[src/rtl/ocx_dlx_tx_train_ctl_pkg.sv]
// Shared types and constants for the DLX TX training sequencer.
// Holds the training state encoding, the legal good-lane masks and the default pattern count.
package ocx_dlx_tx_train_pkg;

    typedef enum logic [2:0] {
        ST_RESET = 3'd0,
        ST_TS1   = 3'd1,
        ST_TS2   = 3'd2,
        ST_TS3   = 3'd3,
        ST_FLIT  = 3'd4
    } train_state_t;

    localparam logic [7:0] MASK_X8    = 8'hFF;
    localparam logic [7:0] MASK_X4_LO = 8'h0F;
    localparam logic [7:0] MASK_X4_HI = 8'hF0;

    localparam int MIN_TS_CNT_DEF = 16;

endpackage

[src/rtl/ocx_dlx_tx_train_ctl_if.sv]
// Training control bus between the sequencer (master) and the RX side / que slices (slave).
// train_timeout exists only when OCX_DLX_TX_TRAIN_TIMEOUT_EN is defined.
interface ocx_dlx_tx_train_ctl_if;
    logic        start_train;
    logic        gb_stall;
    logic        rx_ts1_valid;
    logic        rx_ts2_valid;
    logic        rx_ts3_valid;
    logic [15:0] rx_good_lanes;
    logic        ctl_que_reset;
    logic        ctl_que_stall;
    logic        ctl_que_tx_ts0;
    logic        ctl_que_tx_ts1;
    logic        ctl_que_tx_ts2;
    logic        ctl_que_tx_ts3;
    logic [15:0] ctl_que_good_lanes;
    logic [23:0] ctl_que_deskew;
    logic [7:0]  ctl_que_use_neighbor;
    logic        link_up;
    logic        link_x4;
`ifdef OCX_DLX_TX_TRAIN_TIMEOUT_EN
    logic        train_timeout;
`endif

    modport master (
        input  start_train, gb_stall, rx_ts1_valid, rx_ts2_valid, rx_ts3_valid, rx_good_lanes,
        output ctl_que_reset, ctl_que_stall, ctl_que_tx_ts0, ctl_que_tx_ts1, ctl_que_tx_ts2,
        output ctl_que_tx_ts3, ctl_que_good_lanes, ctl_que_deskew, ctl_que_use_neighbor,
        output link_up, link_x4
`ifdef OCX_DLX_TX_TRAIN_TIMEOUT_EN
        , output train_timeout
`endif
    );

    modport slave (
        output start_train, gb_stall, rx_ts1_valid, rx_ts2_valid, rx_ts3_valid, rx_good_lanes,
        input  ctl_que_reset, ctl_que_stall, ctl_que_tx_ts0, ctl_que_tx_ts1, ctl_que_tx_ts2,
        input  ctl_que_tx_ts3, ctl_que_good_lanes, ctl_que_deskew, ctl_que_use_neighbor,
        input  link_up, link_x4
`ifdef OCX_DLX_TX_TRAIN_TIMEOUT_EN
        , input train_timeout
`endif
    );
endinterface

[src/rtl/ocx_dlx_tx_train_ctl_width_dec.sv]
// Combinational good-lane mask decode: legal width, x4 degrade and neighbor-steal select.
// Zero latency; no flow control.
module ocx_dlx_tx_lane_width_dec
    import ocx_dlx_tx_train_pkg::*;
(
    input  logic [7:0] mask,
    output logic       legal,
    output logic       x4,
    output logic [7:0] use_neighbor
);
    always_comb begin
        legal        = 1'b0;
        x4           = 1'b0;
        use_neighbor = 8'h00;
        case (mask)
            MASK_X8: legal = 1'b1;
            MASK_X4_LO: begin
                legal = 1'b1;
                x4    = 1'b1;
            end
            // Upper half survives: its lanes steal from their lower neighbours.
            MASK_X4_HI: begin
                legal        = 1'b1;
                x4           = 1'b1;
                use_neighbor = MASK_X4_HI;
            end
            default: legal = 1'b0;
        endcase
    end
endmodule

[src/rtl/ocx_dlx_tx_train_ctl.sv]
// TX training sequencer RESET->TS1->TS2->TS3->FLIT; every output registered, 1-cycle latency.
// gb_stall freezes state/counters/outputs; start_train=0 aborts to RESET. Watchdog: OCX_DLX_TX_TRAIN_TIMEOUT_EN.
module ocx_dlx_tx_train_ctl
    import ocx_dlx_tx_train_pkg::*;
#(
    parameter int MIN_TS_CNT = MIN_TS_CNT_DEF
`ifdef OCX_DLX_TX_TRAIN_TIMEOUT_EN
    ,
    parameter logic [23:0] TIMEOUT_CYCLES = 24'd8000000
`endif
) (
    input  logic                  dlx_clk,
    input  logic                  dlx_reset_n,
    ocx_dlx_tx_train_ctl_if.master bus
);
    // The count tracks completed pattern cycles, so the current cycle is the (cnt_q+1)-th.
    localparam logic [4:0] CNT_SAT = 5'(MIN_TS_CNT);
    localparam logic [4:0] CNT_ADV = 5'(MIN_TS_CNT - 1);

    train_state_t state_q, state_d;
    logic [4:0]   cnt_q, cnt_d;
    logic [23:0]  deskew_q, deskew_d;
    logic [15:0]  good_q, good_d;
    logic [7:0]   nbr_q, nbr_d;
    logic         x4_q, x4_d;
    logic         up_q, up_d;
    logic         rst_q, rst_d;
    logic [3:0]   ts_q, ts_d;
    logic         stall_q;
    logic         cnt_done;
    logic         dec_legal, dec_x4;
    logic [7:0]   dec_nbr;

    ocx_dlx_tx_lane_width_dec u_width_dec (
        .mask         (good_q[7:0]),
        .legal        (dec_legal),
        .x4           (dec_x4),
        .use_neighbor (dec_nbr)
    );

    assign cnt_done = (cnt_q >= CNT_ADV);

`ifdef OCX_DLX_TX_TRAIN_TIMEOUT_EN
    logic [23:0] wd_q, wd_d;
    logic        to_q, to_d;
    logic        in_ts;
    logic        wd_expire;

    assign in_ts     = (state_q == ST_TS1) || (state_q == ST_TS2) || (state_q == ST_TS3);
    assign wd_expire = in_ts && (wd_q == TIMEOUT_CYCLES - 24'd1);
`endif

    always_comb begin
        state_d  = state_q;
        cnt_d    = cnt_q;
        deskew_d = deskew_q;
        good_d   = good_q;
        nbr_d    = nbr_q;
        x4_d     = x4_q;
`ifdef OCX_DLX_TX_TRAIN_TIMEOUT_EN
        to_d     = 1'b0;
`endif
        if (!bus.start_train) begin
            state_d = ST_RESET;
`ifdef OCX_DLX_TX_TRAIN_TIMEOUT_EN
        end else if (wd_expire) begin
            state_d = ST_RESET;
            to_d    = 1'b1;
`endif
        end else if (!bus.gb_stall) begin
            case (state_q)
                ST_RESET: state_d = ST_TS1;
                ST_TS1: if (cnt_done && bus.rx_ts1_valid) begin
                    state_d = ST_TS2;
                    good_d  = bus.rx_good_lanes;
                end
                ST_TS2: if (cnt_done && bus.rx_ts2_valid) begin
                    state_d = dec_legal ? ST_TS3 : ST_RESET;
                    x4_d    = dec_x4;
                    nbr_d   = dec_nbr;
                end
                ST_TS3: if (cnt_done && bus.rx_ts3_valid) state_d = ST_FLIT;
                default: state_d = state_q;
            endcase
            if (state_d != state_q)   cnt_d = '0;
            else if (cnt_q != CNT_SAT) cnt_d = cnt_q + 5'd1;
            deskew_d = (state_q == ST_RESET) ? 24'd0 : deskew_q + 24'd1;
        end
        if (state_d == ST_RESET) begin
            cnt_d    = '0;
            deskew_d = '0;
            good_d   = '0;
            nbr_d    = '0;
            x4_d     = 1'b0;
        end
    end

    always_comb begin
        rst_d = (state_d == ST_RESET);
        up_d  = (state_d == ST_FLIT);
        ts_d  = 4'b0000;
        case (state_d)
            ST_RESET: ts_d = 4'b0001;
            ST_TS1:   ts_d = 4'b0010;
            ST_TS2:   ts_d = 4'b0100;
            ST_TS3:   ts_d = 4'b1000;
            default:  ts_d = 4'b0000;
        endcase
    end

`ifdef OCX_DLX_TX_TRAIN_TIMEOUT_EN
    always_comb begin
        wd_d = '0;
        if (in_ts && (state_d == state_q)) wd_d = wd_q + 24'd1;
    end
`endif

    always_ff @(posedge dlx_clk) begin
        if (!dlx_reset_n) begin
            state_q  <= ST_RESET;
            cnt_q    <= '0;
            deskew_q <= '0;
            good_q   <= '0;
            nbr_q    <= '0;
            x4_q     <= 1'b0;
            up_q     <= 1'b0;
            rst_q    <= 1'b1;
            ts_q     <= '0;
            stall_q  <= 1'b0;
`ifdef OCX_DLX_TX_TRAIN_TIMEOUT_EN
            wd_q     <= '0;
            to_q     <= 1'b0;
`endif
        end else begin
            state_q  <= state_d;
            cnt_q    <= cnt_d;
            deskew_q <= deskew_d;
            good_q   <= good_d;
            nbr_q    <= nbr_d;
            x4_q     <= x4_d;
            up_q     <= up_d;
            rst_q    <= rst_d;
            ts_q     <= ts_d;
            stall_q  <= bus.gb_stall;
`ifdef OCX_DLX_TX_TRAIN_TIMEOUT_EN
            wd_q     <= wd_d;
            to_q     <= to_d;
`endif
        end
    end

    assign bus.ctl_que_reset        = rst_q;
    assign bus.ctl_que_stall        = stall_q;
    assign bus.ctl_que_tx_ts0       = ts_q[0];
    assign bus.ctl_que_tx_ts1       = ts_q[1];
    assign bus.ctl_que_tx_ts2       = ts_q[2];
    assign bus.ctl_que_tx_ts3       = ts_q[3];
    assign bus.ctl_que_good_lanes   = good_q;
    assign bus.ctl_que_deskew       = deskew_q;
    assign bus.ctl_que_use_neighbor = nbr_q;
    assign bus.link_up              = up_q;
    assign bus.link_x4              = x4_q;
`ifdef OCX_DLX_TX_TRAIN_TIMEOUT_EN
    assign bus.train_timeout        = to_q;
`endif
endmodule

[src/flat_wrapper.sv]
// flat-port wrapper written by rule: the top's interface ports become plain ports
module ocx_dlx_tx_train_ctl_flat import ocx_dlx_tx_train_pkg::*;
#(
    parameter int MIN_TS_CNT = MIN_TS_CNT_DEF

)
  (dlx_clk, dlx_reset_n, bus_start_train, bus_gb_stall, bus_rx_ts1_valid, bus_rx_ts2_valid, bus_rx_ts3_valid, bus_rx_good_lanes, bus_ctl_que_reset, bus_ctl_que_stall, bus_ctl_que_tx_ts0, bus_ctl_que_tx_ts1, bus_ctl_que_tx_ts2, bus_ctl_que_tx_ts3, bus_ctl_que_good_lanes, bus_ctl_que_deskew, bus_ctl_que_use_neighbor, bus_link_up, bus_link_x4);
  ocx_dlx_tx_train_ctl_if bus_i ();
  input  logic dlx_clk;
  input  logic dlx_reset_n;
  input wire logic [$bits(bus_i.start_train)-1:0] bus_start_train;
  input wire logic [$bits(bus_i.gb_stall)-1:0] bus_gb_stall;
  input wire logic [$bits(bus_i.rx_ts1_valid)-1:0] bus_rx_ts1_valid;
  input wire logic [$bits(bus_i.rx_ts2_valid)-1:0] bus_rx_ts2_valid;
  input wire logic [$bits(bus_i.rx_ts3_valid)-1:0] bus_rx_ts3_valid;
  input wire logic [$bits(bus_i.rx_good_lanes)-1:0] bus_rx_good_lanes;
  output wire logic [$bits(bus_i.ctl_que_reset)-1:0] bus_ctl_que_reset;
  output wire logic [$bits(bus_i.ctl_que_stall)-1:0] bus_ctl_que_stall;
  output wire logic [$bits(bus_i.ctl_que_tx_ts0)-1:0] bus_ctl_que_tx_ts0;
  output wire logic [$bits(bus_i.ctl_que_tx_ts1)-1:0] bus_ctl_que_tx_ts1;
  output wire logic [$bits(bus_i.ctl_que_tx_ts2)-1:0] bus_ctl_que_tx_ts2;
  output wire logic [$bits(bus_i.ctl_que_tx_ts3)-1:0] bus_ctl_que_tx_ts3;
  output wire logic [$bits(bus_i.ctl_que_good_lanes)-1:0] bus_ctl_que_good_lanes;
  output wire logic [$bits(bus_i.ctl_que_deskew)-1:0] bus_ctl_que_deskew;
  output wire logic [$bits(bus_i.ctl_que_use_neighbor)-1:0] bus_ctl_que_use_neighbor;
  output wire logic [$bits(bus_i.link_up)-1:0] bus_link_up;
  output wire logic [$bits(bus_i.link_x4)-1:0] bus_link_x4;
  assign bus_i.start_train = bus_start_train;
  assign bus_i.gb_stall = bus_gb_stall;
  assign bus_i.rx_ts1_valid = bus_rx_ts1_valid;
  assign bus_i.rx_ts2_valid = bus_rx_ts2_valid;
  assign bus_i.rx_ts3_valid = bus_rx_ts3_valid;
  assign bus_i.rx_good_lanes = bus_rx_good_lanes;
  assign bus_ctl_que_reset = bus_i.ctl_que_reset;
  assign bus_ctl_que_stall = bus_i.ctl_que_stall;
  assign bus_ctl_que_tx_ts0 = bus_i.ctl_que_tx_ts0;
  assign bus_ctl_que_tx_ts1 = bus_i.ctl_que_tx_ts1;
  assign bus_ctl_que_tx_ts2 = bus_i.ctl_que_tx_ts2;
  assign bus_ctl_que_tx_ts3 = bus_i.ctl_que_tx_ts3;
  assign bus_ctl_que_good_lanes = bus_i.ctl_que_good_lanes;
  assign bus_ctl_que_deskew = bus_i.ctl_que_deskew;
  assign bus_ctl_que_use_neighbor = bus_i.ctl_que_use_neighbor;
  assign bus_link_up = bus_i.link_up;
  assign bus_link_x4 = bus_i.link_x4;
  ocx_dlx_tx_train_ctl #(.MIN_TS_CNT(MIN_TS_CNT)) u_core (.dlx_clk(dlx_clk), .dlx_reset_n(dlx_reset_n), .bus(bus_i));
endmodule
[config.mk]
export PLATFORM = sky130hd
export DESIGN_NAME = ocx_dlx_tx_train_ctl_flat
export DESIGN_NICKNAME = d
export VERILOG_FILES = /design/src/rtl/ocx_dlx_tx_train_ctl_pkg.sv /design/src/rtl/ocx_dlx_tx_train_ctl_if.sv /design/src/rtl/ocx_dlx_tx_train_ctl_width_dec.sv /design/src/rtl/ocx_dlx_tx_train_ctl.sv /design/src/flat_wrapper.sv
export SDC_FILE = /design/constraint.sdc
export NUM_CORES = 1
export LEC_CHECK = 0
export BUFFER_PORTS_ARGS = -buffer_cell sky130_fd_sc_hd__buf_4
export CAP_MARGIN = 10
export CELL_PAD_IN_SITES_DETAIL_PLACEMENT = 2
export CELL_PAD_IN_SITES_GLOBAL_PLACEMENT = 2
export CORE_UTILIZATION = 32
export CTS_BUF_LIST = sky130_fd_sc_hd__clkbuf_8 sky130_fd_sc_hd__clkbuf_16
export CTS_CLUSTER_DIAMETER = 30
export DETAILED_ROUTE_END_ITERATION = 10
export PLACE_DENSITY_LB_ADDON = 0.1
export SYNTH_ARGS = -nofsm -noshare
export SYNTH_HDL_FRONTEND = slang
export SYNTH_SLANG_ARGS = --single-unit
[constraint.sdc]
create_clock -name dlx_clk -period 6.3 [get_ports dlx_clk]
set_input_delay 0.63 -clock dlx_clk [delete_from_list [all_inputs] [get_ports dlx_clk]]
set_output_delay 0.63 -clock dlx_clk [all_outputs]
set_load 0.05 [all_outputs]
==> metrics.cfg, run 1 <==
[run_status]
status=finished, final reports clean

[sta]
worst_pin_slew_ns=1.099
finalSetupTns_ns=0
rsz0062_at_grt=no
hold_viol=0
setup_violations=0
slew_headroom_pct=26.45
skew_ns=0.01107
period_share_pct=46.81
slew_violations=0
fin_crit_ns=2.949
max_freq_mhz=339.1

[layout]
mostFrequentLayoutCell=buf_4
final_nets=403
final_cell_mix=75 x buf_4, 57 x dfxtp_1, 49 x nand2_1
area_growth_pct=29.02
antenna_cells=0
drive_above_1_share_pct=31.13

[yosys]
synth_edf_count=0
ys_ff_latch=57
synthArstFlopShare_pct=0
synth_area_mm2=0.002660
avgSynthCellArea_um2=8.750
ys_top_cells_by_area=dfxtp_1 43%, nand2_1 6.9%, nor2_2 4.7%, xor2_1 4.3%, a21oi_1 4.1%
yosysTopAreaCell=dfxtp_1
yosysTopAreaCellShare_pct=42.90
synthCells=304
dominantRegCellSynth=dfxtp_1
ys_types=45
synth.yosys.warnings=0
seq_area_frac_synth_pct=42.90

[pwr]
max-vdd-ir-drop_mv=0.08125
leakage_nw=1.290
total_power_uw=730.4
power_density_mw_per_mm2=212.8

[global_route]
grt_pass1_vias=2498
grt_antenna_before_repair=0
grt_remaining_overflow=0
grt_first_pass_wirelength_um=11810
groute.usage.overall_pct=17.37
grt_max_degree=25

[floorplanning]
die_w_um=93.18
start_util_pct=33.72
ioPinCount=79
die-area_mm2=0.008682
rows=32
core-area_mm2=0.007888
die_h_um=93.18

[cts]
cts_tree=yes
cts_max_level=3
ctsResizeCount=0
clkSlewWorstSetupHoldPaths_ns=0.06
clk_latency_ns=0.33
root_buffer=clkbuf_8
post_cts_buffers=0
cts.path.max_buffers=2
cts_hold_buf=0
numCtsBuffers=9
cts.sinks=57

[routing]
wl_per_cell_um=14.52
wl_um=6982
dr_total_vias=2368
final_antenna_net_count=0
firstDrtPassIters=3
drc=0
viasPerCell=4.923
drt_iter0_drc=66

[place]
post-dp-hpwl_um=5143
gp_congestion=0.7455
io_buffers=74

[setup_path]
cp-end-kind=register
r2r-end=u_core.bus.link_x4
required_ns=6.47
crit_path_start_kind=register
reg2reg_from=u_core.cnt_q[0]
reg2reg_slack_ns=3.35
worst-setup-path-type=register to register
crit_arrival_ns=3.12
path_max_fanout=24
reg2regPathDepth=9

[hold_path]
hold_class=register to register
min_to=u_core.bus.ctl_que_good_lanes[10]
hold_path_depth=2
hold_start=u_core.bus.ctl_que_good_lanes[10]

[job]
max-cap-violations=0

-- Yosys cell counts (all sizes together) (2+ instances only) --
cell and number:
dfxtp 57, xnor2 10, o211ai 2, nand2b 5, or4 4, nand3 13
nand4 10, ha 4, a31oi 3, nor2 40, buf 11, and3 7
o21ai 6, inv 5, nor2b 3, a21oi 22, nor3b 4, xor2 13
clkbuf 6, nor3 9, and2 5, nand2 49
-- through the flow --
stage | hold slack [ns] | utilization [%] | area [µm²] | cells | setup slack [ns]
6_report | 0.4595 | 43.51 | 3432 | 481 | 3.351
5_1_grt | 0.4898 | 43.51 | 3432 | 481 | 3.098
4_1_cts | 0.4615 | 43.51 | 3432 | 481 | 3.271
3_5_place_dp | 0.4516 | 41.20 | 3249 | 467 | 3.300
3_3_place_gp | 0.4428 | 41.20 | 3249 | 467 | 3.332
2_1_floorplan | 0.4840 | - | 2671 | 307 | 3.977
-- layer usage --
layer,track usage [%],part of all wire [%],up-vias
met5,0,0,-
met2,30.02,49,56
met3,4.472,5.0,8
met1,20.39,45,1137
met4,6.923,0.96,0
li1,-,-,1167
-- worst max-delay path by stage --
| stage | endpoint | slack, ns | cells after the start | startpoint |
|---|---|---|---|---|
| floorplan | u_core.bus.ctl_que_deskew[15] | 3.98 | 10 | u_core.cnt_q[0] |
| global placement | u_core.cnt_q[0] | 3.33 | 6 | bus_gb_stall |
| detailed placement | u_core.cnt_q[0] | 3.30 | 6 | bus_start_train |
| CTS | u_core.bus.link_x4 | 3.27 | 9 | u_core.cnt_q[0] |
| global route | u_core.bus.link_x4 | 3.10 | 9 | u_core.cnt_q[0] |
| finish | u_core.bus.link_x4 | 3.35 | 9 | u_core.cnt_q[0] |
-- critical path: stages (launching register included) --
cell	delay [ns]
dfxtp_1	0.37
ha_1	0.26
and3_1	0.19
ha_1	0.17
nor2_1	0.22
nand2_1	0.12
nand4_1	0.24
o211ai_4	0.17
o31ai_4	0.91
nor3_1	0.13
-- cells by family after synthesis --
logic type | share of synthesized area [%]
adder cells (fa/ha/maj) | 1.882
multiplexers | 0.3763
other | 0.1410
AND/OR/NAND/NOR | 29.63
buffers and inverters | 4.939
AO/OA/AOI/OAI | 12.56
flip-flops | 42.90
XOR/XNOR | 7.573
-- power breakdown --
part,switching [mW],internal (mW),leakage [nW]
combinational,0.0286,0.0155,0.732
sequential,0.00127,0.362,0.460
clock,0.136,0.187,0.0978
-- flip-flops by register name, indices dropped and copies added (netlist names) --
register,count
u_core.bus.ctl_que_deskew,24
u_core.bus.ctl_que_good_lanes,16
u_core.cnt_q,5
u_core.ts_q,4
u_core.state_q,3
u_core.bus.ctl_que_reset,1
u_core.bus.ctl_que_stall,1
u_core.bus.ctl_que_use_neighbor,1
u_core.bus.link_up,1
u_core.bus.link_x4,1
-- final cells by class --
type | instances | area, µm²
fill | 895 | 4456
inverter | 5 | 18.77
clock buffer | 10 | 137.6
tap | 102 | 127.6
timing repair buffer | 75 | 563.0
multi-input combinational | 228 | 1399
sequential | 57 | 1141
clock inverter | 4 | 45.04
No activity file was read; power rests on OpenSTA's default activity.
==> run 2: changes to the inputs <==
Settings changed: ABC_AREA from default to 1, CORE_UTILIZATION 32 to 26.
Clock period 6.3 ns to 2.4 ns, I/O delays scaled along.
==> run 2 against run 1 <==
Against the previous run: routed wire length up 22%; cell area up 15%; largest power group is now clock; global-route usage down 1.6 points.
==> metrics.cfg, run 2 <==
[run_status]
status=finished, final reports clean

[yosys]
synth.yosys.warnings=0  ; unchanged
ys_top_cells_by_area=dfxtp_1 39%, nand2_1 8.9%, nor2_2 7.2%, inv_1 6.2%, nor2_1 6.0%
synth_edf_count=0  ; unchanged
yosys-top-cells-count=70 x nand2_1, 57 x dfxtp_1, 49 x inv_1
synth_area_mm2=0.002953  ; +11%
avgSynthCellArea_um2=7.650  ; -13%
synthCells=386  ; +27%
synth.most_common_cell=nand2_1
dominantRegCellSynth=dfxtp_1
yosysTopAreaCell=dfxtp_1
synthArstFlopShare_pct=0  ; unchanged
ys_ff_latch=57  ; unchanged
seq_area_frac_synth_pct=38.64  ; -4.3 points
yosysTopAreaCellShare_pct=38.64  ; -4.3 points
ys_types=37  ; -18%

[setup_path]
crit_arrival_ns=2.45  ; -0.67 ns
crit_path_start_kind=register
required_ns=2.61  ; -3.86 ns
reg2reg_from=u_core.cnt_q[0]
worst-setup-path-type=register to register
path_max_fanout=13  ; -46%
cp-end-kind=register
startpoint=u_core.cnt_q[0]

[cts]
cts_tree=yes
cts_hold_buf=0  ; unchanged
cts.sinks=57  ; unchanged
numCtsBuffers=9  ; unchanged
clk_latency_ns=0.32  ; about the same
root_buffer=clkbuf_16
cts_max_level=3  ; unchanged
cts.path.max_buffers=2  ; unchanged
clkSlewWorstSetupHoldPaths_ns=0.06  ; about the same

[global_route]
grt_max_degree=23  ; -8.0%
grt_pass1_vias=2931  ; +17%
groute.usage.overall_pct=15.74  ; -1.6 points
grt_antenna_before_repair=0  ; unchanged
grt_remaining_overflow=0  ; unchanged
grt_first_pass_wirelength_um=14170  ; +20%

[sta]
finalSetupTns_ns=0  ; unchanged
period_share_pct=93.17  ; +46 points
fin_crit_ns=2.236  ; -0.7131 ns
hold_viol=0  ; unchanged
setup_violations=0  ; unchanged
max_freq_mhz=447.2  ; +32%
slew_violations=0  ; unchanged
worst_slack_ns=0.1639  ; -3.187 ns
skew_ns=0.008998  ; -0.002071 ns
rsz0062_at_grt=yes

[place]
place_ws_ns=0.05330  ; -3.246 ns
io_buffers=74  ; unchanged
post-dp-hpwl_um=6578  ; +28%
post_dp_cell_area_mm2=0.003631  ; +12%
gp_congestion=0.8147  ; +9.3%

[routing]
viasPerCell=4.473  ; -9.1%
drc=0  ; unchanged
firstDrtPassIters=4  ; +1
wl_um=8533  ; +22%
final_antenna_net_count=0  ; unchanged
drt_iter0_drc=35  ; -47%
wl_per_cell_um=13.97  ; -3.8%
dr_total_vias=2733  ; +15%

[pwr]
total_power_mw=2.320  ; +220%
leakage_nw=1.793  ; +39%
max-vdd-ir-drop_mv=0.3192  ; +290%
power_density_mw_per_mm2=588.0  ; +180%

[layout]
final_area_mm2=0.003946  ; +15%
final_cell_mix=78 x buf_4, 67 x nand2_1, 55 x dfxtp_1
fillers=1291  ; +44%
seq_area_mm2=0.001144  ; +0.22%
area_growth_pct=33.64
final_nets=494  ; +23%
post-route-util_pct=36.09  ; -7.4 points
largest_reg_flops=24  ; unchanged
drive_above_1_share_pct=33.97  ; +2.8 points
multiInputGateArea_mm2=0.001530  ; +9.4%
antenna_cells=0  ; unchanged
mostFrequentLayoutCell=buf_4

[floorplanning]
die-area_mm2=0.01179  ; +36%
core-area_mm2=0.01094  ; +39%
die_w_um=108.6  ; +17%
rows=38  ; +19%
ioPinCount=79  ; unchanged
start_util_pct=27.00  ; -6.7 points
die_h_um=108.6  ; +17%

[hold_path]
hold_class=input port to register
hold_start=bus_gb_stall

[job]
max-cap-violations=0  ; unchanged

[run 2: changes by cell type after synthesis, sizes merged, moves of 5 or more]
cell / delta
mux2i: +15
nand3: +7
nor2: +42
a21oi: -14
nand2b: -5
inv: +47
and2: -5
nand2: +26
clkbuf: -6
and3: -7
xnor2: -7
[run 2: timing repair]
action	4_1_cts	5_1_grt
endpoints found under the setup margin	0	48
buffers inserted	0	1
resized for setup	0	15
[run 2: logic make-up after synthesis]
kind of cell               synth area share [%]
and+or+nand+nor                           34.41
buffers and inverters                     10.97
DFF                                       38.64
AOI/OAI and AO/OA                         3.983
xor gates and xnor gates                  4.746
muxes                                     5.424
adders and majority gates                 1.695
other                                    0.1270
[run 2: per-stage QoR]
stage,hold WS [ns],cells
6_report,0.1492,611
4_1_cts,0.1386,610
3_5_place_dp,0.4848,595
3_3_place_gp,0.4830,595
5_1_grt,0.1572,611
2_1_floorplan,0.3335,389
[run 2: cell type report]
cell class,count,area share [%]
multi-input cells,267,38.78
flip-flops and latches,57,28.98
repair buffers,80,15.85
clock buffers,10,6.056
inverters,52,5.073
well taps,140,4.439
clock inverters,5,0.8244
[run 2: power by group]
| part | total [mW] | switching, mW | internal (mW) |
|---|---|---|---|
| Clock | 1.16 | 0.446 | 0.715 |
| Sequential | 0.963 | 0.00558 | 0.957 |
| Combinational | 0.196 | 0.131 | 0.0658 |
[run 2: worst max-delay path, cell delays in order, from the launching register on]
cell,delay [ns]
dfxtp_2,0.33
ha_2,0.19
nand2_1,0.08
nor2_2,0.04
ha_1,0.19
nor2_2,0.16
nand2_2,0.12
nand2_1,0.10
nand2_1,0.06
nand3_1,0.12
nand2_1,0.08
nand2_1,0.07
nand2_2,0.06
nand3_2,0.09
nand3_4,0.11
nand2_4,0.13
buf_12,0.16
nor2_1,0.05
[run 2: worst paths after layout]
path	end	slack (ns)	depth (start not counted)
max	u_core.bus.ctl_que_deskew[18]	0.16	17
max reg2reg	u_core.bus.ctl_que_deskew[18]	0.16	17
min	u_core.bus.ctl_que_stall	0.15	3
min reg2reg	u_core.bus.ctl_que_good_lanes[12]	0.53	2
[run 2: layer usage]
layer	global-route usage, %	share of wire (%)	vias up
li1	-	-	1367
met1	17.76	42	1326
met2	28.71	54	33
met3	3.978	2.7	7
met4	4.923	1.2	0
met5	0	0	-
==> run 3: changes to the inputs <==
Settings changed: CORE_UTILIZATION 26 to 29.
Clock period 2.4 ns to 2.35 ns, I/O delays scaled along.
==> run 3 against run 2 <==
Against the previous run: maximum frequency grew 0.73%; utilization grew 6.2 points; critical path depth grew 1; non-clock buffer count grew 6; die area shrank 10%; global-route usage grew 0.99 points; final cell count grew 0.65%; worst setup slack lost 0.034 ns; highest routed layer unchanged; register-to-register slack lost 0.03 ns; routed wire length grew 6.5%.
==> metrics.cfg, run 3 (synthesized netlist as in run 2, its figures left out) <==
[pwr]
leakage_nw=1.842  ; +2.7%
max-vdd-ir-drop_mv=0.2443  ; -23%
power_density_mw_per_mm2=577.0  ; -1.9%
total_power_mw=2.397  ; +3.3%
seq_power_share_pct=40.9  ; -0.6 points
p_sw_share_pct=24.09  ; -1.0 points
p_clk_share_pct=48.8  ; -1.3 points
switching_power_uw=577.4  ; -0.88%
power_frac_comb_pct=10.3  ; +1.8 points
internal_power_mw=1.820  ; +4.7%

[floorplanning]
die-area_mm2=0.01059  ; -10%
die_w_um=102.9  ; -5.2%
rows=36  ; -5.3%
core-area_mm2=0.009819  ; -10%
ioPinCount=79  ; unchanged
die_h_um=102.9  ; -5.2%
start_util_pct=30.07  ; +3.1 points

[setup_path]
worst-setup-path-type=register to register
r2r-end=u_core.bus.ctl_que_deskew[16]
required_ns=2.57  ; -0.04 ns
slowest_stage=dfxtp_2
crit_path_start_kind=register
crit_arrival_ns=2.44  ; about the same
cpPeakStageDelay_ns=0.36  ; +0.03 ns
critPathBufInv=1  ; unchanged
cp-end-kind=register
reg2reg_slack_ns=0.13  ; -0.03 ns
critical_path.top_delay_family=simple AND/OR/NAND/NOR gates
cp_cell_sequence=ha_4, nand2_1, nor2_1, ha_2, nor2_4, nand2_4, nand2_1, nand2_1, nand2_1, nor2_2, nand2_1, nand2_1, nand2_2, nand3_4, nand3_4, buf_12, nand2_8, nor2_1
reg2regPathDepth=18  ; +1
worst_path_most_repeated_cell=nand2_1
path_max_fanout=6  ; -7
reg2reg_from=u_core.cnt_q[1]

[cts]
cts_tree=yes
root_buffer=clkbuf_8
cts_hold_buf=0  ; unchanged
cts.sinks=57  ; unchanged
cts_max_level=3  ; unchanged
cts.path.max_buffers=2  ; unchanged
numCtsBuffers=9  ; unchanged
clkSlewWorstSetupHoldPaths_ns=0.07  ; about the same
clk_latency_ns=0.34  ; +0.02 ns

[run_status]
status=finished, final reports clean

[sta]
fin_crit_ns=2.220  ; -0.01615 ns
slew_violations=0  ; unchanged
worst_pin_slew_ns=0.7174
setup_violations=0  ; unchanged
period_share_pct=94.47  ; +1.3 points
hold_viol=0  ; unchanged
max_freq_mhz=450.5  ; +0.73%
slew_headroom_pct=52.06
skew_ns=0.009419  ; +0.0004211 ns

[global_route]
grt_antenna_before_repair=0  ; unchanged
grt_pass1_vias=2848  ; -2.8%
grt_first_pass_wirelength_um=13610  ; -3.9%
groute.usage.overall_pct=16.73  ; +0.99 points
grt_max_degree=23  ; unchanged
grt_remaining_overflow=0  ; unchanged

[layout]
final_nets=504  ; +2.0%
seq_area_mm2=0.001144  ; unchanged
antenna_cells=0  ; unchanged
area_growth_pct=40.68
fillers=1176  ; -8.9%
drive_above_1_share_pct=37.14  ; +3.2 points
multiInputGateArea_mm2=0.001712  ; +12%
mostFrequentLayoutCell=buf_4
final_area_mm2=0.004154  ; +5.3%
largest_reg_flops=24  ; unchanged
post-route-util_pct=42.30  ; +6.2 points
final_cell_mix=84 x buf_4, 67 x nand2_1, 55 x dfxtp_1

[hold_path]
hold_start=bus_gb_stall
hold_path_depth=3  ; unchanged
hold_class=input port to register
min_to=u_core.bus.ctl_que_stall

[job]
max-cap-violations=0  ; unchanged

[routing]
viasPerCell=4.538  ; +1.5%
firstDrtPassIters=4  ; unchanged
wl_met2_um=4807  ; +4.9%
routed-wl-met3_um=280  ; +20%
wl_met1_um=3922  ; +8.5%
drt_iter0_drc=48  ; +37%
dr.max_layer_used=met4
wl_um=9089  ; +6.5%
wl_per_cell_um=14.78  ; +5.8%
dr_total_vias=2791  ; +2.1%
final_antenna_net_count=0  ; unchanged
drc=0  ; unchanged

[place]
post-dp-hpwl_um=6453  ; -1.9%
gp_congestion=0.8088  ; -0.72%
post_dp_cell_area_mm2=0.003590  ; -1.1%
io_buffers=74  ; unchanged

-- run 3: changes by cell type in the layout (fill, tap and decap cells not counted), moves of 2 or more --
cell / before / now
buf_4: 78 / 84
clkbuf_8: 1 / 11
clkinv_2: 2 / 0
nor2_4: 1 / 14
clkinvlp_4: 3 / 0
clkbuf_16: 9 / 0
nor2_1: 40 / 35
nand2_8: 0 / 4
nand3_1: 17 / 15
nor2_2: 41 / 33
bufinv_16: 0 / 3
-- run 3: stage by stage --
step	worst slack [ns]	instances	hold WS, ns	setup TNS, ns
after CTS	-0.05062	603	0.1136	-0.5418
after global placement	0.08085	587	0.4838	0
after detailed placement	-0.03509	587	0.4801	-0.2777
after global routing	-0.07585	615	0.1295	-1.406
after floorplan	0.2411	389	0.3285	0
final	0.1300	615	0.1299	0
-- run 3: how the worst max path moves through the flow --
stage / from / endpoint / depth (start not counted) / slack, ns
final: u_core.cnt_q[1] / u_core.bus.ctl_que_deskew[16] / 18 / 0.13
after global routing: u_core.cnt_q[1] / u_core.cnt_q[2] / 19 / -0.08
after CTS: u_core.cnt_q[0] / u_core.bus.ctl_que_deskew[20] / 15 / -0.05
after detailed placement: u_core.cnt_q[0] / u_core.bus.ctl_que_deskew[15] / 15 / -0.04
after global placement: u_core.cnt_q[0] / u_core.bus.ctl_que_deskew[10] / 15 / 0.08
after floorplan: u_core.bus.ctl_que_deskew[0] / u_core.bus.ctl_que_deskew[21] / 11 / 0.24
-- run 3: power by group through the flow --
stage,Clock [mW],Sequential (mW),Combinational [mW]
global placement,0,1.00,0.185
CTS,1.21,0.980,0.189
finish,1.17,0.981,0.246
global route,1.25,0.982,0.266
detailed placement,0,1.00,0.188
floorplan,0,1.02,0.114
-- run 3: final cells by class --
cell class | count | area share [%]
multi-input cells | 270 | 41.20
flip-flops and latches | 57 | 27.53
repair buffers | 86 | 15.93
inverters | 52 | 5.000
well taps | 133 | 4.006
clock buffers | 11 | 3.645
clock inverters | 5 | 2.470
repair inverters | 1 | 0.2108
-- run 3: tightest hold or removal path, cell delays in order --
cell     delay [ns]
buf_4          0.11
nand2_1        0.05
inv_1          0.04
-- run 3: repair_timing --
action	4_1_cts	5_1_grt
cloned	0	4
pin swaps	0	13
setup endpoints to repair	33	48
resized for setup	0	47
buffers inserted	0	8
-- run 3: metal layers --
metal / up-vias / global-route usage (%)
met3: 8 / 3.932
met2: 44 / 30.62
li1: 1396 / -
met4: 0 / 4.550
met1: 1343 / 19.43
met5: - / 0
